<file path="src/rtl/cs_add_pkg.sv">
// cs_add_pkg: shared definitions for the multi-cycle nibble-serial adder.
//   NIB_W   - width of one adder slice (one nibble)
//   state_e - controller states (IDLE, RUN, DONE)
package cs_add_pkg;

    localparam int NIB_W = 4;

    typedef enum logic [1:0] {
        IDLE = 2'b00,
        RUN  = 2'b01,
        DONE = 2'b10
    } state_e;

endpackage

</file>
<file path="src/rtl/cs_add_seq_csa.sv">
// carry_select_adder: purely combinational 4-bit carry-select adder slice.
//   a, b  in  4 : nibble operands
//   cin   in  1 : carry-in
//   s     out 4 : nibble sum
//   cout  out 1 : carry-out
module carry_select_adder
    import cs_add_pkg::*;
(
    input  logic [NIB_W-1:0] a,
    input  logic [NIB_W-1:0] b,
    input  logic             cin,
    output logic [NIB_W-1:0] s,
    output logic             cout
);

    logic [2:0] lo;
    logic [2:0] hi0;
    logic [2:0] hi1;
    logic [2:0] hi;

    always_comb begin
        lo  = {1'b0, a[1:0]} + {1'b0, b[1:0]} + {2'b00, cin};
        // Upper half is precomputed for both possible carries and picked by the lower carry.
        hi0 = {1'b0, a[3:2]} + {1'b0, b[3:2]};
        hi1 = hi0 + 3'd1;
        hi  = lo[2] ? hi1 : hi0;
        s   = {hi[1:0], lo[1:0]};
        cout = hi[2];
    end

endmodule

</file>
<file path="src/rtl/cs_add_seq.sv">
// cs_add_seq: WIDTH-bit adder evaluated one nibble per cycle through a single
// carry_select_adder slice, LS nibble first, with valid/ready on both sides.
//   clk, rst_n           : clock, asynchronous active-low reset
//   in_valid / in_ready  : operand handshake (in_ready only in IDLE)
//   a, b, cin            : operands and carry-in, captured on accept
//   out_valid / out_ready: result handshake
//   sum, cout, overflow  : registered result, held until taken
module cs_add_seq
    import cs_add_pkg::*;
#(
    parameter int WIDTH = 16
) (
    input  logic             clk,
    input  logic             rst_n,
    input  logic             in_valid,
    output logic             in_ready,
    input  logic [WIDTH-1:0] a,
    input  logic [WIDTH-1:0] b,
    input  logic             cin,
    output logic             out_valid,
    input  logic             out_ready,
    output logic [WIDTH-1:0] sum,
    output logic             cout,
    output logic             overflow
);

    localparam int NIBBLES = WIDTH / NIB_W;
    localparam int IDX_W   = $clog2(NIBBLES);

    if ((WIDTH % NIB_W) != 0 || WIDTH < 8) begin : g_width_check
        $error("cs_add_seq: WIDTH must be a multiple of 4 and at least 8");
    end

    state_e             state_q, state_d;
    logic [WIDTH-1:0]   a_q, a_d;
    logic [WIDTH-1:0]   b_q, b_d;
    logic [WIDTH-1:0]   sum_q, sum_d;
    logic               carry_q, carry_d;
    logic [IDX_W-1:0]   idx_q, idx_d;
    logic               cout_q, cout_d;
    logic               ovf_q, ovf_d;
    logic               out_valid_q, out_valid_d;

    logic [NIB_W-1:0]   slice_a;
    logic [NIB_W-1:0]   slice_b;
    logic [NIB_W-1:0]   slice_s;
    logic               slice_co;

    assign slice_a = a_q[NIB_W*int'(idx_q) +: NIB_W];
    assign slice_b = b_q[NIB_W*int'(idx_q) +: NIB_W];

    carry_select_adder u_slice (
        .a    (slice_a),
        .b    (slice_b),
        .cin  (carry_q),
        .s    (slice_s),
        .cout (slice_co)
    );

    always_ff @(posedge clk or negedge rst_n) begin
        if (!rst_n) begin
            state_q     <= IDLE;
            a_q         <= '0;
            b_q         <= '0;
            sum_q       <= '0;
            carry_q     <= 1'b0;
            idx_q       <= '0;
            cout_q      <= 1'b0;
            ovf_q       <= 1'b0;
            out_valid_q <= 1'b0;
        end else begin
            state_q     <= state_d;
            a_q         <= a_d;
            b_q         <= b_d;
            sum_q       <= sum_d;
            carry_q     <= carry_d;
            idx_q       <= idx_d;
            cout_q      <= cout_d;
            ovf_q       <= ovf_d;
            out_valid_q <= out_valid_d;
        end
    end

    always_comb begin
        state_d     = state_q;
        a_d         = a_q;
        b_d         = b_q;
        sum_d       = sum_q;
        carry_d     = carry_q;
        idx_d       = idx_q;
        cout_d      = cout_q;
        ovf_d       = ovf_q;
        out_valid_d = out_valid_q;

        unique case (state_q)
            IDLE: begin
                if (in_valid) begin
                    a_d     = a;
                    b_d     = b;
                    carry_d = cin;
                    idx_d   = '0;
                    state_d = RUN;
                end
            end
            RUN: begin
                sum_d[NIB_W*int'(idx_q) +: NIB_W] = slice_s;
                carry_d = slice_co;
                if (idx_q == IDX_W'(NIBBLES - 1)) begin
                    idx_d       = '0;
                    cout_d      = slice_co;
                    // The top nibble's MSB is the final sum MSB, so overflow is known this edge.
                    ovf_d       = (a_q[WIDTH-1] == b_q[WIDTH-1]) &&
                                  (slice_s[NIB_W-1] != a_q[WIDTH-1]);
                    out_valid_d = 1'b1;
                    state_d     = DONE;
                end else begin
                    idx_d = idx_q + IDX_W'(1);
                end
            end
            DONE: begin
                if (out_ready) begin
                    out_valid_d = 1'b0;
                    state_d     = IDLE;
                end
            end
            default: begin
                out_valid_d = 1'b0;
                state_d     = IDLE;
            end
        endcase
    end

    assign in_ready  = (state_q == IDLE);
    assign out_valid = out_valid_q;
    assign sum       = sum_q;
    assign cout      = cout_q;
    assign overflow  = ovf_q;

endmodule

</file>
<file path="config.mk">
export PLATFORM = sky130hd
export DESIGN_NAME = cs_add_seq
export DESIGN_NICKNAME = d
export VERILOG_FILES = /design/src/rtl/cs_add_pkg.sv /design/src/rtl/cs_add_seq_csa.sv /design/src/rtl/cs_add_seq.sv
export SDC_FILE = /design/constraint.sdc
export NUM_CORES = 1
export LEC_CHECK = 0
export CORE_ASPECT_RATIO = 1.2
export CORE_MARGIN = 4
export CORE_UTILIZATION = 50
export DETAILED_ROUTE_END_ITERATION = 10
export GPL_ROUTABILITY_DRIVEN = 1
export PLACE_DENSITY = 0.79
export SYNTH_ARGS = -nofsm -noshare
export SYNTH_HDL_FRONTEND = slang
export SYNTH_SLANG_ARGS = --single-unit
</file>
<file path="constraint.sdc">
create_clock -name clk -period 4 [get_ports clk]
set_input_delay 0.8 -clock clk [delete_from_list [all_inputs] [get_ports clk]]
set_output_delay 0.8 -clock clk [all_outputs]
set_load 0.05 [all_outputs]
</file>
# Yosys cells after proc, flatten, opt, wreduce, memory -nomap -nowiden
# Cells that the tools add are included.
# Widths: inputs -> output; s select.
# word_totals
out_inout_bits,20
elab_cells,50
ff_bits,56
# classes
n_shift,4
reduce_logical,8
muxes,14
eq_ne,8
bitwise,1
n_addsub,6
# ops
operator,count
$neg 4->33,1
$shift 4x33->16 const A,1
$shiftx 4x33->16,1
$shiftx 16x5->4,2
$bwmux 16,1
$mux 2,5
$add 2x2->3,2
$ne 2x2->1 const B,3
$pmux 2 s3,1
$reduce_and 2->1,3
$reduce_and 3->1,2
$eq 2x2->1 const B,2
$pmux 2 s2,1
$add 3x1->3,1
$add 3x1->3 const B,1
$mux 1,3
$mux 3,1
$pmux 1 s3,1
$add 2x1->2 const B,1
$eq 2x1->1 const B,1
$logic_not 2->1,1
$pmux 1 s2,1
$reduce_bool 2->1,1
$eq 1x1->1,1
3 further kinds,3

# Logic depth before layout (Yosys ltp)
# Gate-level depths: netlist (run 1).
# logic_depth
word_depth,6
depth_mapped,8
mapped_depth_nobuf,7

# By module
# From an unflattened synthesis (run 1), not the netlist that was laid out.
# unflattened
cells_unflattened,249
area_unflattened_um2,2725.1
# modules_own_cells
module,seq_area_each_um2,cells_per_inst,area_per_inst_um2,instances
cs_add_seq,1401.3,235,2585.0,1
carry_select_adder,0.0,14,140.1,1

# Worst setup path before layout (run 1)
# Ideal clock, no wire load.
# synth_timing
path_kind,register to register
startpoint,reg idx_q[0]
endpoint,"reg ovf_q, in the netlist overflow"
setup_slack_ns,1.222
t_required_ns,3.912
arrival_time_ns,2.690
path_buffers,1
setup_time_ns,0.088
stages_incl_launch_ff,9
path_cell_list,dfrtp_1 -> buf_6 -> mux4_2 -> ha_1 -> fa_1 -> ha_1 -> mux2i_1 -> or3_1 -> a41oi_1
# synth_between
elab_chain_len,6
word_cells_on_any_way,11
classes_between,4 x add/sub; 2 x eq/ne; 2 x shift; 1 x mux; 2 x reduce/logical
# synth_rtl
element,line,source
from (decl),cs_add_seq.sv:39,"logic [IDX_W-1:0] idx_q, idx_d;"
from (signal assigned),cs_add_seq.sv:77,idx_q <= idx_d;
$shiftx 16x5->4 (on tied branches),"cs_add_seq.sv:49, cs_add_seq.sv:50",
$add 2x2->3 (on tied branches),"cs_add_seq_csa.sv:24, cs_add_seq_csa.sv:22",
$add 3x1->3 (on tied branches),"cs_add_seq_csa.sv:25, cs_add_seq_csa.sv:22",
$mux 3,cs_add_seq_csa.sv:26,hi = lo[2] ? hi1 : hi0;
$ne 1x1->1,cs_add_seq.sv:113,(slice_s[NIB_W-1] != a_q[WIDTH-1]);
$logic_and 1x1->1,cs_add_seq.sv:112,ovf_d = (a_q[WIDTH-1] == b_q[WIDTH-1]) &&
to (signal assigned),cs_add_seq.sv:79,ovf_q <= ovf_d;
to (decl),cs_add_seq.sv:41,"logic ovf_q, ovf_d;"
# Several ways; a longest one is shown, not always the timed one.
# A chain may end at the register's enable or synchronous reset.

# Worst setup path after layout (run 1)
# Ends and elaborated chain as after synthesis.

==> impl_summary.log, run 1 <==
INFO  metric post_drt_wl_per_cell = roughly 17 um
INFO  metric vias = 1633
INFO  metric initial_antenna_violation_count = 0
INFO  metric global_route.usage.total = 17.5%
INFO  metric slew_headroom = 53.1%
INFO  metric cts_max_path_buffers = 2
INFO  metric detailed_place.area = between 3000 and 4000 um^2
INFO  metric finalMaxSlewViolations = 0
INFO  metric fill_cells = ~390
INFO  metric critical_path.cell_chain = mux4_2 -> ha_1 -> fa_1 -> ha_1 -> mux2i_1 -> or3_1 -> a41oi_1
INFO  metric cts.repair_timing.setup_buffer_count = 0
INFO  metric drtAntennaViolNets = 0
INFO  metric grt_first_pass_wirelength = 8470 um
INFO  metric path_class = reg -> reg
INFO  metric end_kind = register
INFO  metric cts.hold.buffers_added = 0
INFO  metric insertedDiodeCount = 0
INFO  metric postSynthNetCount = between 200 and 250
INFO  metric cts.sinks = 56
INFO  metric synth_area_leader_cell = sky130_fd_sc_hd__dfrtp_1
INFO  metric layout-drive-gt1-share = around 22%
INFO  metric nets = about 290
INFO  metric num_rows = 28
INFO  metric numCtsBuffers = 5
INFO  metric drt_iter0_drc = 51
INFO  metric crit_start = idx_q[0]
INFO  metric die_area = 6430 um^2
INFO  metric placed_cells_incl_taps = 290
INFO  metric clock_skew = 0.00535 ns
INFO  metric design_area = ~3300 um^2
INFO  metric worst_slew_pin_slew = between 0.7 and 0.8 ns
INFO  metric setup_repair_after_global_routing_missed_its_margin = false
INFO  metric flip_flop_and_latch_count_after_synthesis = 56
INFO  metric drt_wl_total = 4990 um
INFO  metric cts-root-buf = sky130_fd_sc_hd__clkbuf_8
INFO  metric drv_cap = 0
INFO  metric post_cts_resize_count = 0
INFO  metric ioPinCount = 57
INFO  metric final_setup_viols = 0
INFO  metric timing.final.crit_period = 3.21 ns
INFO  metric drc = 0
INFO  metric gp_routability_congestion = 0.820
INFO  metric h_tree_depth = 2
INFO  metric timing.critical_path.mode_cell = sky130_fd_sc_hd__ha_1
INFO  metric hpwlAfterDp = between 3000 and 4000 um
INFO  metric peakVddDrop = 488 uV
INFO  metric post_synth_instance_area = 2600 um^2
INFO  metric core_area = between 4000 and 5000 um^2
INFO  metric grt_start_max_net_pins = 37
INFO  metric r2r-start = idx_q[0]
INFO  metric area_share_of_the_largest_cell_type_after_synthesis = about 54%
INFO  metric ys_async_sr_fraction = 100%
INFO  metric worstPathArrival = 3.37 ns
INFO  metric insertion_delay = 0.31 ns
INFO  metric floorplan.initialDensity = 52.3%
INFO  metric fmax = between 0.3 and 0.4 GHz
INFO  metric timing.critical_path.from_type = register
INFO  metric worstPathMaxFanout = 15
INFO  metric finalHoldViolations = 0
INFO  metric leakage = approximately 1.4 nW
INFO  metric tns = 0 ns
INFO  metric synth_common_cells = 56 x sky130_fd_sc_hd__dfrtp_1, 32 x sky130_fd_sc_hd__mux2_2, 12 x sky130_fd_sc_hd__o2bb2ai_1, 11 x sky130_fd_sc_hd__nand2_1
INFO  metric synth-edff-count = 0
INFO  metric dieHeight = just under 90 um
INFO  metric synth.yosys.warnings = 0
INFO  metric grt.overflow.total = 0
INFO  metric instances_no_fill = 298
INFO  metric post_synthesis_sequential_area_ratio = roughly 54%
INFO  metric syn_to_final_growth = 26.2%
INFO  metric power_dens_cells = 951 nW/um^2
INFO  metric die_width = 73.8 um
INFO  metric cp_data_required_time = roughly 4.2 ns
INFO  metric synthesis.area_per_instance = 14.5 um^2
INFO  metric layout_worst_path_cycle_share = between 80% and 90%
INFO  metric tritoncts_clock_tree = yes
INFO  metric run_status = finished, final reports clean
INFO  metric distinct_cells_synth = 30
INFO  metric final_util = 66.0%
INFO  metric routed_via_density = 5.48
INFO  metric largest_cells_by_area_after_synthesis = sky130_fd_sc_hd__dfrtp_1 54%, sky130_fd_sc_hd__mux2_2 14%, sky130_fd_sc_hd__mux4_2 6.9%, sky130_fd_sc_hd__o2bb2ai_1 4.0%, sky130_fd_sc_hd__ha_1 3.8%
INFO  metric clkSlewWorstSetupHoldPaths = about 0.1 ns
INFO  metric holdWs = about 0.48 ns
INFO  metric top_flip_flop_cell_by_instance_count_after_synthesis = sky130_fd_sc_hd__dfrtp_1
INFO  metric port_buffers = 56
INFO  metric yosysMostFrequentCell = sky130_fd_sc_hd__dfrtp_1
INFO  metric number_of_global_route_vias_before_repair = 1714
INFO  metric critical-path-slowest-cell = sky130_fd_sc_hd__dfrtp_1
INFO  metric hold_path_class = in -> async
INFO  metric dr.pass1.iters = 4
INFO  metric slowest_stage_delay_cp = 0.81 ns
INFO  metric syn-instance-count = 180
## layout by cell type, fill, tap and decap left out
master	count
sky130_fd_sc_hd__a21oi_1	2
sky130_fd_sc_hd__a41oi_1	1
sky130_fd_sc_hd__buf_2	1
sky130_fd_sc_hd__buf_4	2
sky130_fd_sc_hd__bufinv_16	1
sky130_fd_sc_hd__clkbuf_8	5
sky130_fd_sc_hd__clkdlybuf4s50_1	55
sky130_fd_sc_hd__clkinv_2	1
sky130_fd_sc_hd__clkinvlp_4	1
sky130_fd_sc_hd__dfrtp_1	56
sky130_fd_sc_hd__fa_1	3
sky130_fd_sc_hd__ha_1	8
sky130_fd_sc_hd__inv_1	6
sky130_fd_sc_hd__mux2_2	32
sky130_fd_sc_hd__mux2i_1	3
sky130_fd_sc_hd__mux4_2	8
sky130_fd_sc_hd__nand2_1	11
sky130_fd_sc_hd__nand2b_1	2
sky130_fd_sc_hd__nand3_1	1
sky130_fd_sc_hd__nand3b_1	2
sky130_fd_sc_hd__nand4_1	2
sky130_fd_sc_hd__nand4b_1	1
sky130_fd_sc_hd__nor2_1	3
sky130_fd_sc_hd__nor2b_1	4
sky130_fd_sc_hd__nor3b_4	1
sky130_fd_sc_hd__o21ai_0	3
sky130_fd_sc_hd__o21bai_1	1
sky130_fd_sc_hd__o2bb2ai_1	12
sky130_fd_sc_hd__o31ai_1	6
sky130_fd_sc_hd__or3_1	2
sky130_fd_sc_hd__xnor2_1	1
sky130_fd_sc_hd__xor2_1	1
## final timing paths
kind                                  to  slack (ns)  cells past startpoint
worst max-delay path            overflow        0.79                      7
worst min-delay path             sum[12]        0.48                      1
worst max register to register  overflow        0.79                      7
worst min register to register    sum[0]        0.49                      2
max in group asynchronous         b_q[2]        2.72                      2
min in group clk                  sum[0]        0.49                      2
## metrics by stage
step                worst slack (ns)  power (mW)
global route                   0.614        3.37
floorplan                       1.22        2.30
detailed placement             0.810        2.79
finish                         0.790        3.12
CTS                            0.787        3.15
global placement               0.839        2.73
## worst max-delay path, delay by kind of cell, from the launching register on
kind	cells	cell delay (ns)
adder cells (fa/ha/maj)	3	0.96
AND/OR/NAND/NOR	1	0.18
AO/OA/AOI/OAI	1	0.11
multiplexers	2	1.00
flip-flops	1	0.81
## cells by family (layout without fill, tap and decap cells)
| group | Yosys count | after routing | share of synthesized area, % |
|---|---|---|---|
| DFF | 56 | 56 | 53.9 |
| muxes | 43 | 43 | 21.9 |
| AOI/OAI and AO/OA | 25 | 25 | 7.36 |
| buffers and inverters | 14 | 72 | 3.99 |
| xor gates and xnor gates | 2 | 2 | 0.674 |
| adders and majority gates | 11 | 11 | 6.16 |
| and+or+nand+nor | 29 | 29 | 6.01 |
## layer usage
metal,vias to the layer above,global-route usage (%),wire (um)
met5,-,0,0
met1,800,23.5,2050
met2,57,28.5,2590
met4,0,5.11,53
met3,6,3.81,287
li1,770,-,-
## registers in the layout (all words and copies together), names as in the netlist
name and flops:
idx_q 2, out_valid 1, a_q 16, carry_q 1, overflow 1, cout 1
state_q 2, sum 16, b_q 16
## power by group
part           leakage, nW  internal, mW  switching [mW]
combinational        0.612         0.760           0.961
clock               0.0541         0.185           0.177
sequential           0.692         0.826           0.213
## area by class of cell
class	instances	area (um^2)	share of cell area (%)
tap	60	75.1	2.29
sequential	56	1400	42.7
multi-input combinational	110	1100	33.6
clock buffer	5	68.8	2.10
timing repair buffer	58	571	17.4
clock inverter	3	42.5	1.30
inverter	6	22.5	0.686
(Power assumes the default switching activity.)
==> inputs of run 2 (changes only) <==
--- a/config.mk
+++ b/config.mk
@@ -7,10 +7,10 @@
 export LEC_CHECK = 0
 export CORE_ASPECT_RATIO = 1.2
 export CORE_MARGIN = 4
-export CORE_UTILIZATION = 50
+export CORE_UTILIZATION = 45
 export DETAILED_ROUTE_END_ITERATION = 10
 export GPL_ROUTABILITY_DRIVEN = 1
-export PLACE_DENSITY = 0.79
+export PLACE_DENSITY = 0.75
 export SYNTH_ARGS = -nofsm -noshare
 export SYNTH_HDL_FRONTEND = slang
 export SYNTH_SLANG_ARGS = --single-unit
==> constraint.sdc (replaced) <==
create_clock -name clk -period 2.79 [get_ports clk]
set_input_delay 0.558 -clock clk [delete_from_list [all_inputs] [get_ports clk]]
set_output_delay 0.558 -clock clk [all_outputs]
set_load 0.05 [all_outputs]
==> impl_summary.log, run 2 (synthesis gave the netlist of run 1 again) <==
INFO  metric placed_cells_incl_taps = 300 (was 290)
INFO  metric power.share.sequential = 31.4% (was 33.3%)
INFO  metric cts-root-buf = sky130_fd_sc_hd__clkbuf_8 (unchanged)
INFO  metric power_dens_cells = 1390 nW/um^2 (was 951 nW/um^2)
INFO  metric power.net_switching = 1.96 mW (was 1.35 mW)
INFO  metric slew_headroom = 55.7% (was 53.1%)
INFO  metric run_status = finished, final reports clean (unchanged)
INFO  metric dieHeight = 91.3 um (was 87.0 um)
INFO  metric clkSlewWorstSetupHoldPaths = 0.10 ns (about the same)
INFO  metric insertedDiodeCount = 0 (unchanged)
INFO  metric numCtsBuffers = 5 (unchanged)
INFO  metric hpwlAfterDp = 3910 um (was 3760 um)
INFO  metric cts.sinks = 56 (unchanged)
INFO  metric port_buffers = 56 (unchanged)
INFO  metric num_rows = 30 (was 28)
INFO  metric gp_routability_congestion = 0.780 (was 0.820)
INFO  metric drt_iter0_drc = 65 (was 51)
INFO  metric instances_no_fill = 308 (was 298)
INFO  metric worst-r2r-cell-count = 7 (unchanged)
INFO  metric final_setup_viols = 0 (unchanged)
INFO  metric peakVddDrop = 637 uV (was 488 uV)
INFO  metric drt_wl_total = 4980 um (was 4990 um)
INFO  metric die_width = 77.4 um (was 73.8 um)
INFO  metric cts.hold.buffers_added = 0 (unchanged)
INFO  metric routed_via_density = 5.36 (was 5.48)
INFO  metric insertion_delay = 0.31 ns (about the same)
INFO  metric grt.overflow.total = 0 (unchanged)
INFO  metric drc = 0 (unchanged)
INFO  metric dr.pass1.iters = 4 (unchanged)
INFO  metric power.share.switching = 42.1% (was 43.3%)
INFO  metric timing.final.crit_period = 2.67 ns (was 3.21 ns)
INFO  metric floorplan.initialDensity = 46.2% (was 52.3%)
INFO  metric internal_power = 2.69 mW (was 1.77 mW)
INFO  metric clock_skew = 0.00889 ns (was 0.00535 ns)
INFO  metric leakage = 1.39 nW (was 1.36 nW)
INFO  metric number_of_global_route_vias_before_repair = 1787 (was 1714)
INFO  metric fmax = 0.374 GHz (was 0.311 GHz)
INFO  metric end_kind = register (unchanged)
INFO  metric grt_first_pass_wirelength = 8660 um (was 8470 um)
INFO  metric post_drt_wl_per_cell = 16.2 um (was 16.7 um)
INFO  metric drtAntennaViolNets = 0 (unchanged)
INFO  metric worst_slew_pin_slew = 0.664 ns (was 0.703 ns)
INFO  metric nets = 291 (was 285)
INFO  metric pre_cts_slack = 0.0230 ns (was 0.810 ns)
INFO  metric tritoncts_clock_tree = yes (unchanged)
INFO  metric layout.cells.most_common_list = 55 x sky130_fd_sc_hd__dfrtp_1, 55 x sky130_fd_sc_hd__clkdlybuf4s50_1, 32 x sky130_fd_sc_hd__mux2_2 (was 56 x sky130_fd_sc_hd__dfrtp_1, 55 x sky130_fd_sc_hd__clkdlybuf4s50_1, 32 x sky130_fd_sc_hd__mux2_2)
INFO  metric ioPinCount = 57 (unchanged)
INFO  metric worstPathArrival = 2.90 ns (was 3.37 ns)
INFO  metric core_area = 5630 um^2 (was 4970 um^2)
INFO  metric cts.repair_timing.setup_buffer_count = 0 (unchanged)
INFO  metric grt_start_max_net_pins = 37 (unchanged)
INFO  metric cp_data_required_time = 3.02 ns (was 4.16 ns)
INFO  metric global_route.usage.total = 15.5% (was 17.5%)
INFO  metric finalMaxSlewViolations = 0 (unchanged)
INFO  metric initial_antenna_violation_count = 0 (unchanged)
INFO  metric final.setup.worst_slack = 0.117 ns (was 0.790 ns)
INFO  metric worstPathMaxFanout = 6 (was 15)
INFO  metric cts_max_path_buffers = 2 (unchanged)
INFO  metric layout-drive-gt1-share = 24.2% (was 21.8%)
INFO  metric finalHoldViolations = 0 (unchanged)
INFO  metric drv_cap = 0 (unchanged)
INFO  metric h_tree_depth = 2 (unchanged)
INFO  metric syn_to_final_growth = 28.2% (was 26.2%)
INFO  metric setup_repair_after_global_routing_missed_its_margin = false (unchanged)
INFO  metric vias = 1650 (was 1633)
INFO  metric path_class = reg -> reg (unchanged)
INFO  metric hold_path_class = in -> async (unchanged)
INFO  metric tns = 0 ns (unchanged)
INFO  metric share_clk_of_total_power = 11.2% (was 11.6%)
INFO  metric power.combinational.fraction = 57.5% (was 55.1%)
INFO  metric die_area = 7070 um^2 (was 6430 um^2)
INFO  metric layout_worst_path_cycle_share = 95.8% (was 80.3%)
INFO  metric holdWs = 0.246 ns (was 0.478 ns)
INFO  metric timing.critical_path.from_type = register (unchanged)
run 2: changes by cell type in the layout (fill, tap and decap cells not counted):
cell / before / now
sky130_fd_sc_hd__buf_4: 2 / 8
sky130_fd_sc_hd__clkbuf_1: 0 / 1
sky130_fd_sc_hd__clkinvlp_4: 1 / 0
sky130_fd_sc_hd__dfrtp_1: 56 / 55
sky130_fd_sc_hd__dfrtp_2: 0 / 1
sky130_fd_sc_hd__mux2i_1: 3 / 2
sky130_fd_sc_hd__mux2i_2: 0 / 1
run 2: per-stage QoR:
| step | cell area (um^2) | power [mW] | utilization (%) |
|---|---|---|---|
| 5_1_grt | 3330 | 5.01 | 59.2 |
| 4_1_cts | 3330 | 4.64 | 59.1 |
| 3_3_place_gp | 3220 | 4.04 | 57.2 |
| 3_5_place_dp | 3220 | 4.12 | 57.2 |
| 6_report | 3330 | 4.65 | 59.2 |
| 2_1_floorplan | 2600 | 3.30 | - |
run 2: worst paths after layout:
path	start	slack, ns	to
min	rst_n	0.25	sum[5]
max in group asynchronous	rst_n	1.89	b_q[1]
min in group clk	sum[2]	0.48	sum[2]
max	idx_q[0]	0.12	overflow
min reg2reg	sum[2]	0.48	sum[2]
max reg2reg	idx_q[0]	0.12	overflow
run 2: timing repair:
action / in CTS / in global routing
endpoints found under the setup margin: 0 / 4
gates resized for setup: 0 / 2
hold endpoints to repair: 0 / 0
run 2: final cells by class:
class                      count  area [um^2]
inverter                       6         22.5
sequential                    56         1400
multi-input combinational    110         1110
timing repair buffer          64          616
clock buffer                   6         72.6
tap                           64         80.1
fill                         478         2300
clock inverter                 2         35.0
run 2: per-layer routing:
layer	wire, um	up-vias	global-route usage, %
met1	2140	819	19.5
met5	0	-	0
li1	-	783	-
met4	31	0	4.45
met3	197	6	3.37
met2	2610	42	26.6
run 2: power by group through the flow:
stage | combinational, mW | clock (mW) | sequential (mW)
floorplan | 1.60 | 0 | 1.70
global placement | 2.57 | 0 | 1.47
detailed placement | 2.63 | 0 | 1.48
CTS | 2.64 | 0.531 | 1.47
global route | 2.93 | 0.566 | 1.51
finish | 2.67 | 0.519 | 1.46
run 2: critical path, stage by stage, from the launching register on:
cell and delay, ns:
sky130_fd_sc_hd__dfrtp_2 0.46, sky130_fd_sc_hd__mux4_2 0.53, sky130_fd_sc_hd__ha_1 0.22, sky130_fd_sc_hd__fa_1 0.47
sky130_fd_sc_hd__ha_1 0.31, sky130_fd_sc_hd__mux2i_2 0.09, sky130_fd_sc_hd__or3_1 0.31, sky130_fd_sc_hd__a41oi_1 0.21
==> inputs of run 3 (changes only) <==
--- a/config.mk
+++ b/config.mk
@@ -5,7 +5,6 @@
 export SDC_FILE = /design/constraint.sdc
 export NUM_CORES = 1
 export LEC_CHECK = 0
-export CORE_ASPECT_RATIO = 1.2
 export CORE_MARGIN = 4
 export CORE_UTILIZATION = 45
 export DETAILED_ROUTE_END_ITERATION = 10
==> impl_summary.log, run 3 (synthesis gave the netlist of run 1 again) <==
INFO  metric run_status = finished, final reports clean (unchanged)
INFO  metric post_drt_wl_per_cell = 16.1 um (was 16.2 um)
INFO  metric worst-r2r-cell-count = 7 (unchanged)
INFO  metric power_dens_cells = 1380 nW/um^2 (was 1390 nW/um^2)
INFO  metric worstPathMaxFanout = 6 (unchanged)
INFO  metric grt.overflow.total = 0 (unchanged)
INFO  metric numCtsBuffers = 5 (unchanged)
INFO  metric ioPinCount = 57 (unchanged)
INFO  metric drc = 0 (unchanged)
INFO  metric p_total = 4.62 mW (was 4.65 mW)
INFO  metric num_rows = 27 (was 30)
INFO  metric worst_slew_pin_slew = 0.964 ns (was 0.664 ns)
INFO  metric worstPathArrival = 2.86 ns (was 2.90 ns)
INFO  metric final_setup_viols = 0 (unchanged)
INFO  metric insertion_delay = 0.30 ns (was 0.31 ns)
INFO  metric share_clk_of_total_power = 11.3% (was 11.2%)
INFO  metric h_tree_depth = 2 (unchanged)
INFO  metric hold_path_class = in -> async (unchanged)
INFO  metric peakVddDrop = 791 uV (was 637 uV)
INFO  metric timing.critical_path.from_type = register (unchanged)
INFO  metric timing.final.crit_period = 2.64 ns (was 2.67 ns)
INFO  metric clkSlewWorstSetupHoldPaths = 0.09 ns (was 0.10 ns)
INFO  metric r2r-start = idx_q[0] (unchanged)
INFO  metric gp_routability_congestion = 0.793 (was 0.780)
INFO  metric finalHoldViolations = 0 (unchanged)
INFO  metric cts.hold.buffers_added = 0 (unchanged)
INFO  metric die_width = 84.0 um (was 77.4 um)
INFO  metric die_area = 7060 um^2 (was 7070 um^2)
INFO  metric nets = 291 (unchanged)
INFO  metric tritoncts_clock_tree = yes (unchanged)
INFO  metric layout_worst_path_cycle_share = 94.5% (was 95.8%)
INFO  metric core_area = 5540 um^2 (was 5630 um^2)
INFO  metric finalMaxSlewViolations = 0 (unchanged)
INFO  metric dieHeight = 84.0 um (was 91.3 um)
INFO  metric crit-reg2reg-capture = overflow (unchanged)
INFO  metric final.setup.worst_slack = 0.154 ns (was 0.117 ns)
INFO  metric insertedDiodeCount = 0 (unchanged)
INFO  metric layout.cells.most_common_list = 55 x sky130_fd_sc_hd__dfrtp_1, 55 x sky130_fd_sc_hd__clkdlybuf4s50_1, 32 x sky130_fd_sc_hd__mux2_2 (unchanged)
INFO  metric drt_iter0_drc = 72 (was 65)
INFO  metric end_kind = register (unchanged)
INFO  metric dr.pass1.iters = 4 (unchanged)
INFO  metric routed_via_density = 5.23 (was 5.36)
INFO  metric placed_cells_incl_taps = 308 (was 300)
INFO  metric cts.sinks = 56 (unchanged)
INFO  metric grt_start_max_net_pins = 45 (was 37)
INFO  metric cp_data_required_time = 3.01 ns (was 3.02 ns)
INFO  metric port_buffers = 56 (unchanged)
INFO  metric power.share.switching = 42.4% (was 42.1%)
INFO  metric drt_wl_total = 5100 um (was 4980 um)
INFO  metric tns = 0 ns (unchanged)
INFO  metric internal_power = 2.66 mW (was 2.69 mW)
INFO  metric power.combinational.fraction = 57.2% (was 57.5%)
INFO  metric hpwlAfterDp = 3760 um (was 3910 um)
INFO  metric drtAntennaViolNets = 0 (unchanged)
INFO  metric layout-drive-gt1-share = 23.8% (was 24.2%)
INFO  metric pre_cts_slack = 0.0880 ns (was 0.0230 ns)
INFO  metric instances_no_fill = 316 (was 308)
INFO  metric grt_first_pass_wirelength = 8680 um (was 8660 um)
INFO  metric path_class = reg -> reg (unchanged)
INFO  metric slew_headroom = 35.7% (was 55.7%)
INFO  metric post_cts_resize_count = 0 (unchanged)
INFO  metric floorplan.initialDensity = 47.0% (was 46.2%)
INFO  metric worst_reg_to_reg_setup_slack = 0.15 ns (was 0.12 ns)
INFO  metric number_of_global_route_vias_before_repair = 1761 (was 1787)
INFO  metric setup_repair_after_global_routing_missed_its_margin = false (unchanged)
INFO  metric fmax = 0.379 GHz (was 0.374 GHz)
INFO  metric power.share.sequential = 31.5% (was 31.4%)
INFO  metric drv_cap = 0 (unchanged)
INFO  metric initial_antenna_violation_count = 0 (unchanged)
INFO  metric detailed_place.area = 3230 um^2 (was 3220 um^2)
INFO  metric cts_max_path_buffers = 2 (unchanged)
INFO  metric global_route.usage.total = 15.5% (about the same)
INFO  metric power.net_switching = 1.96 mW (about the same)
INFO  metric cts.repair_timing.setup_buffer_count = 0 (unchanged)
INFO  metric clock_skew = 0.00332 ns (was 0.00889 ns)
INFO  metric cts-root-buf = sky130_fd_sc_hd__clkbuf_8 (unchanged)
INFO  metric syn_to_final_growth = 28.4% (was 28.2%)
INFO  metric leakage = 1.39 nW (about the same)
INFO  metric design_area = 3340 um^2 (was 3330 um^2)
INFO  metric vias = 1652 (was 1650)
-- run 3: cell count changes in the layout (fill, tap and decap cells not counted) --
| cell | change |
|---|---|
| sky130_fd_sc_hd__mux2i_1 | +1 |
| sky130_fd_sc_hd__mux2i_2 | -1 |
-- run 3: critical path, cell delays in order, from the launching register on --
cell and delay (ns):
sky130_fd_sc_hd__dfrtp_2 0.46, sky130_fd_sc_hd__mux4_2 0.52, sky130_fd_sc_hd__ha_1 0.22, sky130_fd_sc_hd__fa_1 0.46, sky130_fd_sc_hd__ha_1 0.29, sky130_fd_sc_hd__mux2i_1 0.09, sky130_fd_sc_hd__or3_1 0.31, sky130_fd_sc_hd__a41oi_1 0.20
-- run 3: through the flow --
stage | hold WS, ns | util, %
final | 0.399 | 60.3
after CTS | 0.424 | 60.3
after global routing | 0.472 | 60.3
after floorplan | 0.262 | -
after detailed placement | 0.469 | 58.3
after global placement | 0.464 | 58.3
-- run 3: power groups by stage --
| stage | logic [mW] | clock network, mW | registers (mW) |
|---|---|---|---|
| 2_1_floorplan | 1.60 | 0 | 1.70 |
| 3_3_place_gp | 2.59 | 0 | 1.47 |
| 3_5_place_dp | 2.64 | 0 | 1.47 |
| 4_1_cts | 2.67 | 0.536 | 1.46 |
| 5_1_grt | 2.87 | 0.571 | 1.51 |
| 6_report | 2.64 | 0.523 | 1.45 |
-- run 3: how the worst max path moves through the flow --
stage	slack (ns)	endpoint	startpoint	cells past startpoint
floorplan	0.01	overflow	idx_q[0]	8
global placement	0.14	overflow	idx_q[0]	7
detailed placement	0.09	overflow	idx_q[0]	7
CTS	0.04	overflow	idx_q[0]	7
global route	0.02	overflow	idx_q[0]	8
finish	0.15	overflow	idx_q[0]	7
-- run 3: area by class of cell --
cell class / instances / area [um^2]
clock inverters: 2 / 35.0
fillers: 461 / 2200
multi-input cells: 110 / 1100
repair buffers: 64 / 616
inverters: 6 / 22.5
well taps: 72 / 90.1
flip-flops and latches: 56 / 1400
clock buffers: 6 / 72.6
-- run 3: routing by layer --
layer | vias to the layer above | GRT usage, % | part of all wire, %
met2 | 51 | 25.8 | 50
met5 | - | 0 | 0
met1 | 817 | 20.0 | 43
li1 | 778 | - | -
met4 | 0 | 3.95 | 1.1
met3 | 6 | 4.44 | 5.8
